--- src/rtl/data_break_arbiter.sv ---
// Data-break arbiter: parks the CPU via cpu_hold/cpu_holdack, then serves NREQ requesters
// round-robin on the shared 4Kx12 RAM. Optional increment-memory break: DB_INCMEM_EN.
module data_break_arbiter #(
  parameter int NREQ     = 2,
  parameter int MAXBURST = 4
) (
  input  logic                CLK,
  input  logic                RESET,
  input  logic [NREQ-1:0]     req,
  input  logic [NREQ-1:0]     wr,
  input  logic [NREQ*12-1:0]  addr,
  input  logic [NREQ*12-1:0]  wdata,
`ifdef DB_INCMEM_EN
  input  logic [NREQ-1:0]     inc,
  output logic                ovf,
`endif
  output logic [NREQ-1:0]     gnt,
  output logic [11:0]         rdata,
  output logic                cpu_hold,
  input  logic                cpu_holdack,
  output logic [11:0]         ram_addr,
  output logic [11:0]         ram_dout,
  input  logic [11:0]         ram_din,
  output logic                ram_oe,
  output logic                ram_we,
  output logic                busy
);

  typedef enum logic [2:0] {
    IDLE, WAIT_ACK, SELECT, ACC1, ACC2, DONE, RELEASE
`ifdef DB_INCMEM_EN
    , INC_WR
`endif
  } state_t;

  state_t      state_reg, state_next;
  logic [1:0]  rr_reg, idx_reg, sel_idx, rr_next_val;
  logic [3:0]  burst_reg;
  logic [11:0] addr_reg, wdata_reg, rdata_reg;
  logic        wr_reg, is_write, drive;
  logic [3:0]  req_ext, wr_ext, hi_mask, req_hi, cand, idx_onehot;
  logic [11:0] addr_arr [4];
  logic [11:0] wdata_arr [4];
  logic        pending, burst_ok;
`ifdef DB_INCMEM_EN
  logic [3:0]  inc_ext;
  logic        inc_reg, ovf_reg;
`endif

  // Requester lanes padded to four so indices are always 2 bits wide.
  genvar gi;
  generate
    for (gi = 0; gi < 4; gi++) begin : g_lane
      if (gi < NREQ) begin : g_used
        assign req_ext[gi]   = req[gi];
        assign wr_ext[gi]    = wr[gi];
        assign addr_arr[gi]  = addr[12*gi +: 12];
        assign wdata_arr[gi] = wdata[12*gi +: 12];
`ifdef DB_INCMEM_EN
        assign inc_ext[gi]   = inc[gi];
`endif
      end else begin : g_unused
        assign req_ext[gi]   = 1'b0;
        assign wr_ext[gi]    = 1'b0;
        assign addr_arr[gi]  = 12'd0;
        assign wdata_arr[gi] = 12'd0;
`ifdef DB_INCMEM_EN
        assign inc_ext[gi]   = 1'b0;
`endif
      end
      assign hi_mask[gi] = (2'(gi) >= rr_reg);
    end
  endgenerate

  // Round-robin: lowest request at/above rr, else wrap to lowest overall.
  always_comb begin
    req_hi  = req_ext & hi_mask;
    cand    = (|req_hi) ? req_hi : req_ext;
    sel_idx = 2'd0;
    for (int k = 3; k >= 0; k--) begin
      if (cand[k]) sel_idx = 2'(k);
    end
  end

  assign idx_onehot  = 4'b0001 << idx_reg;
  assign pending     = |(req_ext & ~idx_onehot);
  assign burst_ok    = (burst_reg + 4'd1) < 4'(MAXBURST);
  assign rr_next_val = (idx_reg == 2'(NREQ - 1)) ? 2'd0 : idx_reg + 2'd1;
`ifdef DB_INCMEM_EN
  assign is_write    = wr_reg & ~inc_reg;
`else
  assign is_write    = wr_reg;
`endif

  always_ff @(posedge CLK) begin
    if (RESET) state_reg <= IDLE;
    else       state_reg <= state_next;
  end

  always_ff @(posedge CLK) begin
    if (RESET) begin
      rr_reg    <= 2'd0;
      idx_reg   <= 2'd0;
      burst_reg <= 4'd0;
      addr_reg  <= 12'd0;
      wdata_reg <= 12'd0;
      rdata_reg <= 12'd0;
      wr_reg    <= 1'b0;
`ifdef DB_INCMEM_EN
      inc_reg   <= 1'b0;
      ovf_reg   <= 1'b0;
`endif
    end else begin
      case (state_reg)
        SELECT: begin
          idx_reg   <= sel_idx;
          addr_reg  <= addr_arr[sel_idx];
          wdata_reg <= wdata_arr[sel_idx];
          wr_reg    <= wr_ext[sel_idx];
`ifdef DB_INCMEM_EN
          inc_reg   <= inc_ext[sel_idx];
          ovf_reg   <= 1'b0;
`endif
        end
        ACC2: if (!is_write) rdata_reg <= ram_din;
`ifdef DB_INCMEM_EN
        INC_WR: begin
          rdata_reg <= rdata_reg + 12'd1;
          ovf_reg   <= &rdata_reg;
        end
`endif
        DONE: begin
          rr_reg    <= rr_next_val;
          burst_reg <= burst_reg + 4'd1;
        end
        RELEASE: burst_reg <= 4'd0;
        default: ;
      endcase
    end
  end

  always_comb begin
    state_next = state_reg;
    cpu_hold   = 1'b0;
    drive      = 1'b0;
    ram_we     = 1'b0;
    ram_dout   = 12'd0;
    case (state_reg)
      IDLE:     if (|req_ext) state_next = WAIT_ACK;
      WAIT_ACK: begin
        cpu_hold = 1'b1;
        if (cpu_holdack) state_next = (|req_ext) ? SELECT : RELEASE;
      end
      SELECT: begin
        cpu_hold   = 1'b1;
        state_next = (|req_ext) ? ACC1 : RELEASE;
      end
      ACC1: begin
        cpu_hold   = 1'b1;
        drive      = 1'b1;
        state_next = ACC2;
      end
      ACC2: begin
        cpu_hold   = 1'b1;
        drive      = 1'b1;
        state_next = DONE;
`ifdef DB_INCMEM_EN
        if (inc_reg) state_next = INC_WR;
`endif
      end
`ifdef DB_INCMEM_EN
      INC_WR: begin
        cpu_hold   = 1'b1;
        ram_we     = 1'b1;
        ram_dout   = rdata_reg + 12'd1;
        state_next = DONE;
      end
`endif
      DONE: begin
        cpu_hold   = 1'b1;
        state_next = (pending && burst_ok) ? SELECT : RELEASE;
      end
      RELEASE:  if (!cpu_holdack) state_next = IDLE;
      default:  state_next = IDLE;
    endcase
    if (drive && is_write) begin
      ram_we   = 1'b1;
      ram_dout = wdata_reg;
    end
  end

`ifdef DB_INCMEM_EN
  assign ram_addr = (drive || state_reg == INC_WR) ? addr_reg : 12'd0;
  assign ovf      = (state_reg == DONE) & ovf_reg;
`else
  assign ram_addr = drive ? addr_reg : 12'd0;
`endif
  assign ram_oe = drive & ~is_write;
  assign gnt    = (state_reg == DONE) ? idx_onehot[NREQ-1:0] : '0;
  assign rdata  = rdata_reg;
  assign busy   = (state_reg != IDLE);

endmodule

--- config.mk ---
export PLATFORM = sky130hd
export DESIGN_NAME = data_break_arbiter
export DESIGN_NICKNAME = d
export VERILOG_FILES = /design/src/rtl/data_break_arbiter.sv
export SDC_FILE = /design/constraint.sdc
export NUM_CORES = 1
export LEC_CHECK = 0
export CORE_UTILIZATION = 43
export CTS_BUF_LIST = sky130_fd_sc_hd__clkbuf_4
export CTS_CLUSTER_SIZE = 40
export DETAILED_ROUTE_END_ITERATION = 10
export PLACE_DENSITY = 0.82
export SLEW_MARGIN = 10
export SYNTH_ARGS = -nofsm -noshare
export SYNTH_HDL_FRONTEND = slang
export SYNTH_SLANG_ARGS = --single-unit
export TNS_END_PERCENT = 20
--- constraint.sdc ---
create_clock -name CLK -period 1.6 [get_ports CLK]
set_input_delay 0.24 -clock CLK [delete_from_list [all_inputs] [get_ports CLK]]
set_output_delay 0.24 -clock CLK [all_outputs]
set_load 0.02 [all_outputs]
Word-level counts from Yosys, hierarchy flattened. Cells that the tools add are included.

Register bits after elaboration: 48. Input bits: 67. Output and inout port bits: 42. Word-level logic and storage cells: 74.

Add/subtract/negate cells: 2. Magnitude comparators: 7. Equal/unequal tests: 10. Shift operators: 1. Multiplexer cells: 28. Bitwise logic cells: 6. Reduce and logical (&&, ||, !) cells: 12.

Operators by type and width (count): 12-bit two-way mux (6); 12-bit binary-select mux with 2-bit select (2); 3-bit case mux with 7 select lines (1); 3-bit two-way mux (6); 2-bit two-way mux (6); 3-bit == test, second input constant (3); 2-bit by 4-bit AND with 4-bit output (2); 4-bit case mux with 2 select lines (1); 4-bit OR reduction (2); 3-bit by 2-bit == test with 1-bit output, second input constant (2); 2-bit inequality test, second input constant (3); 5-bit OR reduction (1); 4-bit by 1-bit adder with 4-bit output, second input constant (1); 1-bit by 2-bit greater-or-equal comparator with 1-bit output, first input constant (2); 2-bit greater-or-equal comparator, first input constant (2); 4-bit by 3-bit less-than comparator with 1-bit output, second input constant (1); 1-bit two-way mux (4); 4-bit two-way mux (1); 4-bit inverter (1); 2-bit OR reduction (2); 1-bit by 2-bit << shifter with 4-bit output, first input constant (1); 3-bit by 1-bit == test with 1-bit output, second input constant (1); 3-bit greater-or-equal comparator, second input constant (1); 3-bit zero test (1); 12 further kinds (13).

Logic depth before layout (Yosys ltp).
Word-level depth: 12. Mapped depth: 6. Depth with buffers taken out: 5.

Worst setup path after synthesis. No wires, ideal clock.

Path type: register to output. Start point: register state_reg[1]. End point: output ram_oe. Arrival: 1.246 ns. Required time: 1.360 ns. Path slack: 0.114 ns. Stages on the path, launching flop included: 6. Path buffers: 2. Path through: dfxtp_1 > buf_2 > nand3_1 > o21ai_2 > buf_2 > nor2b_1.

Word-level cells in the longest chain between the ends: 4. Elaborated cells between the ends (all ways): 5. Those cells by class: eq/ne (2); mux (1); bitwise (1); reduce/logical (1).

RTL lines: start, declared (RTL line 36) `state_t state_reg, state_next;`; start signal, assigned (RTL line 97) `else state_reg <= state_next;`; 3-bit == test or 3-bit by 2-bit == test with 1-bit output (tied branches) (RTL line 148) `case (state_reg)`; 2-bit OR reduction (no source line) *; 1-bit two-way mux * (RTL line 148); 1-bit AND * (RTL line 198) `assign ram_oe = drive & ~is_write;`; end, declared (RTL line 24) `output logic ram_oe,`.

Every way passes the cells marked *; elsewhere a longest branch is shown, timed or not.

Worst setup path in the final report.
Start point: register state_reg[0]. End point: output ram_dout[10].

Word-level cells in the longest chain between the ends: 5. Elaborated cells between the ends (all ways): 6. Those cells by class: eq/ne (2); mux (2); reduce/logical (2).

RTL lines: 3-bit == test or 3-bit by 2-bit == test with 1-bit output (tied branches) (RTL line 148); 2-bit OR reduction (no source line) *; 1-bit two-way mux * (RTL line 148); 1-bit logical AND * (RTL line 186) `if (drive && is_write) begin`; 12-bit two-way mux * (RTL line 186); end, declared (RTL line 22) `output logic [11:0] ram_dout,`.

Marks and branches as above.

==> key figures <==
Final layout
  – Layout Nets: 466
  – Commonest cells after routing, fill and taps aside: clkdlybuf4s50_1 (65), dfxtp_1 (43), buf_6 (33)
  – Area Overhead vs Synth: 64.8%
  – Commonest non-fill, non-tap cell in the layout: clkdlybuf4s50_1
  – Diodes inserted: 0
  – Layout cells sized above 1: 0.296
  – Fill cells: 408

Pwr
  – Switch Pwr: 856 uW
  – Leakage: 0.00186 uW
  – Peak supply drop: 584 uV
  – Switching share of power: 0.281
  – Sequential power share: 0.424
  – Comb power frac: 0.294
  – Clock Power Share: 0.282
  – Power Dens Cells: 763 mW/mm2
  – Int Pwr: 2190 uW

Yosys
  – Mapped Cells: 278
  – Register bit total from synthesis: 46
  – Syn nets: 346
  – Yosys Warn Count: 0
  – Post-Syn Area: 0.00242 mm2
  – Post-Syn Area per Cell: 8.72 um2
  – Synth unique cells: 41
  – Fraction of the yosys area taken by sequential cells: 0.380
  – Async S/R FF share, synth: 0
  – Post-synth top flop: dfxtp_1
  – Number of synthesized flops with an enable pin: 0

Detailed routing
  – Post-DR vias/cell: 5.10
  – DRT Pass-1 Iters: 6
  – Drt total wl: 6800 um
  – Wire per inst: 14.5 um
  – # DRC: 0
  – Post-DRT Antenna Nets: 0
  – Initial DRC Count: 65
  – Via Count: 2391

Setup path
  – Worst setup EP type: output pin
  – Critical Path RT: 1.36 ns
  – Crit path DAT: 1.56 ns
  – Delay-heaviest family, CP: flip-flops
  – CP bufs+invs: 2
  – Worst Setup Path Type: reg -> out
  – Slowest CP cell: dfxtp_2
  – Critical path, cell by cell: nand2b_4 -> o21ai_4 -> buf_6 -> and3_4 -> buf_6
  – CP peak stage delay: 0.36 ns
  – Crit path max fanout: 6
  – Worst setup SP type: register
  – Cell mode on critical path: buf_6

STA
  – Slew Viols, Final: 0
  – FMAX: 0.556 GHz
  – Final setup viols: 29
  – Endpoints failing hold: 0
  – Clock Skews: 0.0157 ns
  – Minimum clock period: 1.80 ns
  – Rel. slew slack: 0.715
  – Setup ws final: -0.199 ns
  – RSZ-0062 raised after global routing: true
  – Final worst path period share: 1.12
  – Worst-Margin Slew: 0.427 ns
  – Final setup TNS: -4.58 ns

Place
  – Placer Congestion: 0.773
  – IO buf count: 108
  – Worst slack at placement: -0.210 ns
  – Post-DP HPWL: 4760 um

Clocking
  – CTS tree: done
  – CTS root buffer: clkbuf_4
  – CTS Sinks: 46
  – H-tree Lvls: 2
  – Clock Latency Late Sink: 0.36 ns
  – TritonCTS Buffers: 5
  – Clock slew at reported path FFs: 0.14 ns
  – Setup Buffers After CTS: 0
  – Longest Clk Path Bufs: 2

Global route
  – First-pass GRT wire length: 10800 um
  – Largest net degree at the start of global routing: 28
  – Global route overflow: 0
  – Initial antenna violation count: 0
  – GRT Total Usage: 0.225
  – Vias in the first global route: 2220

Floorplanning
  – Die X-Extent: 77.1 um
  – Core Region: 0.00527 mm2
  – Rows: 26
  – Die height: 77.1 um
  – I/O pin cnt: 109
  – Initial Util: 0.460
  – Die area: 0.00594 mm2

Hold path
  – Min-Delay Path Class: in -> reg

Run status
  – Status: finished, violations left
  – Failing checks: negative setup slack

Job
  – Max_cap viols: 0
[layout make-up]
cell class                      count  area [um2]  share of cell area
Clock inverter                      3        63.8              0.0160
Tap cell                           70        87.6              0.0219
Clock buffer                        5        37.5             0.00940
Inverter                            7        26.3             0.00658
Sequential cell                    46         927               0.232
Multi-Input combinational cell    201        1430               0.357
Timing Repair Buffer              137        1430               0.357
[cells by family (layout without fill, tap and decap cells)]
family	after synthesis	count (layout)	synth area share
AND/OR/NAND/NOR	105	105	0.203
AO/OA/AOI/OAI	65	65	0.215
flip-flops	46	46	0.380
adder cells (fa/ha/maj)	1	1	0.00516
buffers and inverters	31	152	0.0723
XOR/XNOR	2	2	0.00723
multiplexers	28	28	0.117
[path summary, 6_finish.rpt]
kind                      from            to  slack [ns]  cells after the start
hold / removal           RESET  burst_reg[3]        0.26                      2
hold reg to reg       rdata[3]      rdata[3]        0.46                      2
setup reg to reg  state_reg[1]      rdata[9]        0.02                      8
setup / recovery  state_reg[0]  ram_dout[10]       -0.20                      5
[synthesized netlist by cell type (2+ instances only)]
| master | n | area share |
|---|---|---|
| and2_1 | 14 | 0.036 |
| or3_1 | 2 | 0.0052 |
| nor3_1 | 2 | 0.0041 |
| clkbuf_1 | 7 | 0.011 |
| dfxtp_1 | 46 | 0.38 |
| buf_2 | 12 | 0.025 |
| o21ai_0 | 2 | 0.0041 |
| o21ai_1 | 3 | 0.0062 |
| a211oi_2 | 20 | 0.10 |
| and3_1 | 12 | 0.031 |
| a211oi_1 | 5 | 0.015 |
| inv_1 | 6 | 0.0093 |
| nand2b_1 | 4 | 0.010 |
| nand2_1 | 30 | 0.046 |
| o21ai_2 | 2 | 0.0072 |
| a21oi_1 | 24 | 0.050 |
| nand3_1 | 4 | 0.0083 |
| nor2_1 | 34 | 0.053 |
| buf_12 | 2 | 0.017 |
| mux2i_1 | 26 | 0.11 |
[what timing repair did]
item	CTS	global route
setup endpoints to repair	66	76
hold buffers	0	0
pin swaps	5	6
gates cloned	2	0
gates resized for setup	181	46
hold endpoints to repair	0	0
[through the flow]
stage                      util  area (um2)  cells  power [uW]  hold slack, ns
after global placement    0.702        3700    459        2120           0.440
after CTS                 0.731        3850    469        3030           0.258
final                     0.758        3990    469        3050           0.259
after global routing      0.758        3990    469        3190           0.263
after floorplan               -        2420    278        1760           0.376
after detailed placement  0.702        3700    459        2150           0.448
[layer usage]
layer	vias up	GRT usage	share of wire
met5	-	0	0
met4	0	0.0472	0.011
met3	10	0.0738	0.078
met2	92	0.384	0.49
met1	1084	0.276	0.42
li1	1205	-	-
[power by group through the flow]
stage               clock network [uW]  logic [uW]  registers [uW]
global route                       925         966            1300
finish                             859         896            1290
floorplan                            0         453            1310
global placement                     0         817            1300
detailed placement                   0         839            1310
CTS                                872         868            1290
(Power assumes the default switching activity.)
